===== src/rtl/pipe_pkg.sv =====
// Shared constants and helpers for the elastic pipeline.
package pipe_pkg;

  localparam int unsigned PIPE_MIN_DEPTH = 1;

  // Bits needed to hold an occupancy of 0..depth.
  function automatic int pipe_cw(int depth);
    return $clog2(depth + 1);
  endfunction

endpackage


===== src/rtl/pipe_elastic_stage.sv =====
// One elastic stage: loads from upstream whenever it is empty or downstream advances.
// Optional flush input when PIPE_ELASTIC_FLUSH_EN is defined.
module pipe_elastic_stage #(
  parameter int unsigned WIDTH = 8
) (
  input  logic             clk,
  input  logic             rst_n,
  input  logic [WIDTH-1:0] up_data,
  input  logic             up_vld,
  input  logic             dn_rdy,
`ifdef PIPE_ELASTIC_FLUSH_EN
  input  logic             flush,
`endif
  output logic [WIDTH-1:0] data,
  output logic             vld,
  output logic             rdy
);

  logic [WIDTH-1:0] data_d, data_q;
  logic             vld_d, vld_q;
  logic             kill;

`ifdef PIPE_ELASTIC_FLUSH_EN
  assign kill = flush;
`else
  assign kill = 1'b0;
`endif

  assign rdy  = !vld_q | dn_rdy;
  assign data = data_q;
  assign vld  = vld_q;

  // Bubbles keep stale data; flush drops valid but leaves data untouched.
  always_comb begin
    data_d = data_q;
    vld_d  = vld_q;
    if (kill) begin
      vld_d = 1'b0;
    end else if (rdy) begin
      vld_d = up_vld;
      if (up_vld) begin
        data_d = up_data;
      end
    end
  end

  always_ff @(posedge clk or negedge rst_n) begin
    if (!rst_n) begin
      data_q <= '0;
      vld_q  <= 1'b0;
    end else begin
      data_q <= data_d;
      vld_q  <= vld_d;
    end
  end

endmodule


===== src/rtl/pipe_elastic.sv =====
// Elastic DEPTH-stage pipeline with valid/ready on both sides and registered occupancy.
// Optional synchronous flush port enabled by PIPE_ELASTIC_FLUSH_EN.
module pipe_elastic
  import pipe_pkg::*;
#(
  parameter  int unsigned WIDTH = 8,
  parameter  int unsigned DEPTH = 3,
  localparam int unsigned CW    = unsigned'(pipe_cw(int'(DEPTH)))
) (
  input  logic             clk,
  input  logic             rst_n,
  input  logic [WIDTH-1:0] d_in,
  input  logic             d_in_valid,
  output logic             d_in_ready,
  output logic [WIDTH-1:0] d_out,
  output logic             d_out_valid,
  input  logic             d_out_ready,
`ifdef PIPE_ELASTIC_FLUSH_EN
  input  logic             flush,
`endif
  output logic [CW-1:0]    count
);

  if (DEPTH < PIPE_MIN_DEPTH || WIDTH < 1) begin : g_bad_cfg
    $error("pipe_elastic: WIDTH and DEPTH must both be at least 1");
  end

  logic [WIDTH-1:0] sdata [DEPTH];
  logic [DEPTH-1:0] svld;
  logic [DEPTH-1:0] stg_rdy;
  logic [DEPTH:0]   rdy_c;
  logic             kill;
  logic             in_fire;
  logic             out_fire;
  logic [CW-1:0]    count_d, count_q;
  logic             unused_rdy;

`ifdef PIPE_ELASTIC_FLUSH_EN
  assign kill = flush;
`else
  assign kill = 1'b0;
`endif

  // Ready chain resolved in one process so it stays acyclic at signal level.
  always_comb begin
    rdy_c        = '0;
    rdy_c[DEPTH] = d_out_ready;
    for (int i = int'(DEPTH) - 1; i >= 0; i--) begin
      rdy_c[i] = !svld[i] | rdy_c[i+1];
    end
  end

  for (genvar i = 0; i < int'(DEPTH); i++) begin : g_stage
    logic [WIDTH-1:0] up_data;
    logic             up_vld;

    if (i == 0) begin : g_head
      assign up_data = d_in;
      assign up_vld  = d_in_valid;
    end else begin : g_body
      assign up_data = sdata[i-1];
      assign up_vld  = svld[i-1];
    end

    pipe_elastic_stage #(
      .WIDTH (WIDTH)
    ) u_stage (
      .clk     (clk),
      .rst_n   (rst_n),
      .up_data (up_data),
      .up_vld  (up_vld),
      .dn_rdy  (rdy_c[i+1]),
`ifdef PIPE_ELASTIC_FLUSH_EN
      .flush   (flush),
`endif
      .data    (sdata[i]),
      .vld     (svld[i]),
      .rdy     (stg_rdy[i])
    );
  end

  assign unused_rdy  = ^{stg_rdy, rdy_c[0]};
  assign d_in_ready  = stg_rdy[0] & !kill;
  assign d_out       = sdata[DEPTH-1];
  assign d_out_valid = svld[DEPTH-1];
  assign in_fire     = d_in_valid & d_in_ready;
  assign out_fire    = d_out_valid & d_out_ready & !kill;
  assign count       = count_q;

  // Occupancy tracks fires so it never depends on the ready chain at the output.
  always_comb begin
    count_d = count_q;
    if (kill) begin
      count_d = '0;
    end else begin
      count_d = count_q + CW'(in_fire) - CW'(out_fire);
    end
  end

  always_ff @(posedge clk or negedge rst_n) begin
    if (!rst_n) begin
      count_q <= '0;
    end else begin
      count_q <= count_d;
    end
  end

endmodule

===== config.mk =====
export PLATFORM = sky130hd
export DESIGN_NAME = pipe_elastic
export DESIGN_NICKNAME = d
export VERILOG_FILES = /design/src/rtl/pipe_pkg.sv /design/src/rtl/pipe_elastic_stage.sv /design/src/rtl/pipe_elastic.sv
export SDC_FILE = /design/constraint.sdc
export NUM_CORES = 1
export LEC_CHECK = 0
export CORE_MARGIN = 5
export CORE_UTILIZATION = 30
export CTS_CLUSTER_SIZE = 16
export DETAILED_ROUTE_END_ITERATION = 12
export PLACE_DENSITY_LB_ADDON = 0.3
export SETUP_SLACK_MARGIN = 0.2
export SYNTH_ARGS = -nofsm -noshare
export SYNTH_HDL_FRONTEND = slang
export SYNTH_SLANG_ARGS = --single-unit

===== constraint.sdc =====
create_clock -name clk -period 1.6 [get_ports clk]
set_input_delay 0.32 -clock clk [delete_from_list [all_inputs] [get_ports clk]]
set_output_delay 0.32 -clock clk [all_outputs]
set_load 0.03 [all_outputs]

# After elaboration in Yosys (flattened, before gate mapping)
# Cells that the tools add are included.
[word_totals] register_bits=29 out_inout_bits=12
[classes] addsub=2 reduce_logical=6 bitwise=5
[op_table] operator="AND reduction 2 bit" count=3
[op_table] operator="logical NOT 1 bit" count=3
[op_table] operator="OR 1 bit" count=3
[op_table] operator="adder 2 x 1 -> 2 bit" count=1
[op_table] operator="bitwise AND 1 bit" count=2
[op_table] operator="subtractor 2 x 1 -> 2 bit" count=1

# Depth between registers and ports, before layout
[depth] ltp_word=7 depth_mapped=7

# Hierarchy
# A second synthesis with hierarchy kept.
[unflattened] hier_cells=70 hier_area_um2=1282.5
[modules_own_cells] mod="pipe_elastic_stage" cells_per_inst=20 instances=3 area_per_inst_um2=385.4 seq_area_each_um2=225.2
[modules_own_cells] mod="pipe_elastic" cells_per_inst=10 instances=1 area_per_inst_um2=126.4 seq_area_each_um2=50.0

# Worst setup path after synthesis
# No wires, ideal clock.
[synth_path] kind="reg-to-reg" from="register g_stage[2].u_stage.vld_q" to="register count_q[1], in the netlist count[1]" t_arrival_ns=1.690 period_less_slack_ns=1.770 path_buffers=0 required_time_ns=1.520 setup_slack_ns=-0.170 path_stages_with_launch=8 cell_sequence="dfrtp_1 -> nand4b_4 -> nand2_4 -> ha_1 -> inv_1 -> ha_1 -> xnor2_1 -> xnor2_1"
[synth_between] elab_chain_cells=7
[synth_rtl] item="start, declared" line="pipe_elastic_stage.sv:20" source="logic vld_d, vld_q;"
[synth_rtl] item="start signal, assigned" line="pipe_elastic_stage.sv:53" source="vld_q <= vld_d;"
[synth_rtl] item="logical NOT 1 bit" line="pipe_elastic.sv:49" source="rdy_c[i] = !svld[i] | rdy_c[i+1];"
[synth_rtl] item="OR 1 bit (2 in series)" line="pipe_elastic.sv:49"
[synth_rtl] item="OR 1 bit" line="pipe_elastic_stage.sv:29" source="assign rdy = !vld_q | dn_rdy;"
[synth_rtl] item="net d_in_ready" line="pipe_elastic.sv:14" source="output logic d_in_ready,"
[synth_rtl] item="bitwise AND 1 bit" line="pipe_elastic.sv:86" source="assign in_fire = d_in_valid & d_in_ready;"
[synth_rtl] item="adder 2 x 1 -> 2 bit" line="pipe_elastic.sv:96" source="count_d = count_q + CW'(in_fire) - CW'(out_fire);"
[synth_rtl] item="subtractor 2 x 1 -> 2 bit" line="pipe_elastic.sv:96"
[synth_rtl] item="net count_d[1]" line="pipe_elastic.sv:35" source="logic [CW-1:0] count_d, count_q;"
[synth_rtl] item="end signal, assigned" line="pipe_elastic.sv:104" source="count_q <= count_d;"
[synth_rtl] item="end, declared" line="pipe_elastic.sv:35"
# The timed path passes the listed nets, and every way through them passes these cells.
# A chain may end at the register's enable or synchronous reset.

# Final worst setup path
[layout_path] from="register g_stage[2].u_stage.vld_q" to="register count_q[1], in the netlist count[1]"
[layout_between] elab_chain_cells=7
[layout_rtl] item="logical NOT 1 bit" line="pipe_elastic.sv:49"
[layout_rtl] item="OR 1 bit (2 in series)" line="pipe_elastic.sv:49"
[layout_rtl] item="OR 1 bit" line="pipe_elastic_stage.sv:29"
[layout_rtl] item="bitwise AND 1 bit" line="pipe_elastic.sv:86"
[layout_rtl] item="adder 2 x 1 -> 2 bit" line="pipe_elastic.sv:96"
[layout_rtl] item="subtractor 2 x 1 -> 2 bit *" line="pipe_elastic.sv:96"
[layout_rtl] item="net count_d[1]" line="pipe_elastic.sv:35"
# The timed path passes the listed nets; every way through them passes the cells marked *.

==> impl_metrics.toml <==
[outcome]
outcome = "finished, final reports clean"

[clock_network]
path_clk_slew_ns = 0.05
cts_tree = "built"
htreeDepth = 2
cts_root_buf = "clkbuf_8"
clock_sinks = 29
cts_buffers = 5
clockBufferDepth = 2
clock_latency_ns = 0.27
ctsHoldBuffers = 0

[sta]
period_share_pct = 88.7
rsz0062_at_grt = "true"
setup_violations = 0
period_minus_slack_ns = 1.42
tightestPinTransition_ns = 0.352
clock-skew-final_ns = 0.00223
drv_slew = 0
relSlewSlack_pct = 76.5
fin_ws_ns = 0.180
clock.fmax_mhz = 704
hold_viol = 0

[global_routing]
grt_max_degree = 30
grt_pass1_wl_mm = 3.29
grt_use_total_pct = 8.77
grt_antenna_before_repair = 0
grt_pass1_vias = 729
grt_overflow = 0

[synthesis]
ys_ff_latch = 29
syn_avg_cell_area_um2 = 16.6
synth_cells = 68
async_flop_share_pct = 100
synthTopCellsByArea = "dfrtp_1 64%, mux2_2 24%, ha_1 2.2%, nand4b_4 2.1%, nand2b_1 1.7%"
synth.net_count = 82
yosys_warnings = 0
seq_area_frac_synth_pct = 64.2
ys.flop_type = "dfrtp_1"
synth_cell_types = 12
yosysTopAreaCell = "dfrtp_1"
synth_common_cells = "29 x dfrtp_1, 24 x mux2_2, 3 x nand2b_1"
synth_top_area_share_pct = 64.2
yosysMostFrequentCell = "dfrtp_1"
netlist_area_um2 = 1130
synth-edff-count = 0

[place]
dp_hpwl_mm = 1.40
numPortBuffers = 23
gp_congestion = 0.687
pre_cts_ws_ns = -0.268
place_area_um2 = 1470

[finish]
stdcell_area_um2 = 1550
nets = 117
syn_to_final_growth_pct = 37.4
diodes = 0
post-route-util_pct = 42.4
num-fill-cells = 356
drive_gt1_share_pct = 49.0

[worst_setup_path]
crit_path_max_incr_delay_ns = 0.44
endpoint_kind = "flip-flop"
worstSetupPathType = "flip-flop to flip-flop"
worstPathArrival_ns = 1.57
start_kind = "flip-flop"
crit_required_ns = 1.75
worst-path-stages = 7
path_cells = "nand4b_4 -> nand2_4 -> ha_4 -> inv_2 -> ha_4 -> xnor2_2 -> xnor2_1"
r2r.worst_path.cells = 7
crit_fanout = 5
critPathMostFrequentCell = "ha_4"
cp_top_family = "flip-flops"
cp_num_buf_inv = 1
cp_slowest_cell = "dfrtp_2"

[hold_path]
hold_path.class = "primary input to async pin"

[floorplanning]
die_h_um = 71.4
fp-row-count = 22
die_w_um = 71.4
design.die.area_um2 = 5090
io_pins = 24
core_area_um2 = 3660
initial_utilization_pct = 30.9

[power]
clkPwrFrac_pct = 22.2
switchingPower_uw = 747
powerDensity_nw_per_um2 = 1500
leakagePower_uw = 0.000676
seqPwrFrac_pct = 45.2
p_sw_share_pct = 32.1
p_int_uw = 1580
worst_ir_drop_vdd_uv = 687
comb_power_share_pct = 32.6

[route]
initialDrtViolationCount = 16
drt-vias-per-instance = 4.46
vias = 669
wirelength_mm = 1.97
wl_per_cell_um = 13.1
route.detailed.drc = 0
detail_route.first_pass.iterations = 3
ant_nets = 0

[run]
cap_violations = 0
through the flow:
step	hold slack, ns	total power (uW)	setup TNS (ns)	instances
2_1_floorplan	0.0244	1560	-0.0163	68
3_3_place_gp	0.482	1890	-2.11	142
3_5_place_dp	0.491	1920	-2.83	142
4_1_cts	0.441	2380	0	150
5_1_grt	0.467	2470	0	150
6_report	0.434	2320	0	150
cells in the final DEF, fill, tap and decap left out:
cell type	instances
and2_4	1
buf_4	4
buf_6	2
clkbuf_2	3
clkbuf_8	5
clkdlybuf4s15_1	1
clkdlybuf4s50_1	9
clkinv_2	1
dfrtp_1	27
dfrtp_2	2
dlygate4sd2_1	9
ha_4	2
inv_2	1
mux2_2	24
nand2_2	1
nand2_4	2
nand2b_1	3
nand3b_1	1
nand4b_4	1
or2b_1	1
xnor2_1	1
xnor2_2	1
power groups by stage:
stage | sequential [uW] | combinational, uW | clock (uW)
2_1_floorplan | 1270 | 292 | 0
3_3_place_gp | 1060 | 831 | 0
3_5_place_dp | 1070 | 845 | 0
4_1_cts | 1060 | 784 | 540
5_1_grt | 1080 | 816 | 568
6_report | 1050 | 758 | 515
area by class of cell:
type | instances | area [um2] | share of cell area [%]
Sequential cell | 29 | 728 | 46.9
Multi-Input combinational cell | 38 | 440 | 28.4
Timing Repair Buffer | 28 | 246 | 15.9
Clock buffer | 5 | 68.8 | 4.43
Tap cell | 48 | 60.1 | 3.87
Clock inverter | 1 | 5.00 | 0.322
Inverter | 1 | 3.75 | 0.242
cell families after synthesis:
logic type    after synthesis  share of synthesized area, %
simple gates               10                          7.75
flops                      29                          64.2
fa+ha+maj                   2                          2.21
buf+inv                     1                         0.332
mux                        24                          23.9
xor+xnor                    2                          1.55
layer usage:
| metal | part of all wire [%] | vias up | GRT usage [%] |
|---|---|---|---|
| li1 | - | 302 | - |
| met1 | 40 | 343 | 9.06 |
| met2 | 51 | 19 | 14.2 |
| met3 | 6.6 | 5 | 4.21 |
| met4 | 2.3 | 0 | 5.64 |
| met5 | 0 | - | 0 |
flip-flops by register name, indices dropped and copies added, names as in the netlist:
name,flops
g_stage.u_stage.data,24
count,2
g_stage.u_stage.vld,3
repair_timing:
item | CTS | global route
pin swaps | 0 | 1
setup buffers | 2 | 0
setup endpoints to repair | 29 | 8
resized for setup | 19 | 6
final timing paths:
check	slack, ns	to	start
worst min-delay path	0.43	g_stage[2].u_stage.data[4]	rst_n
worst max register to register	0.18	count[1]	g_stage[2].u_stage.vld
worst max-delay path	0.18	count[1]	g_stage[2].u_stage.vld
worst min register to register	0.50	g_stage[2].u_stage.data[1]	g_stage[2].u_stage.data[1]
max in group asynchronous	0.88	g_stage[2].u_stage.vld	rst_n
min in group clk	0.47	g_stage[0].u_stage.vld	d_in_valid
Power figures use the tool's default switching activity.
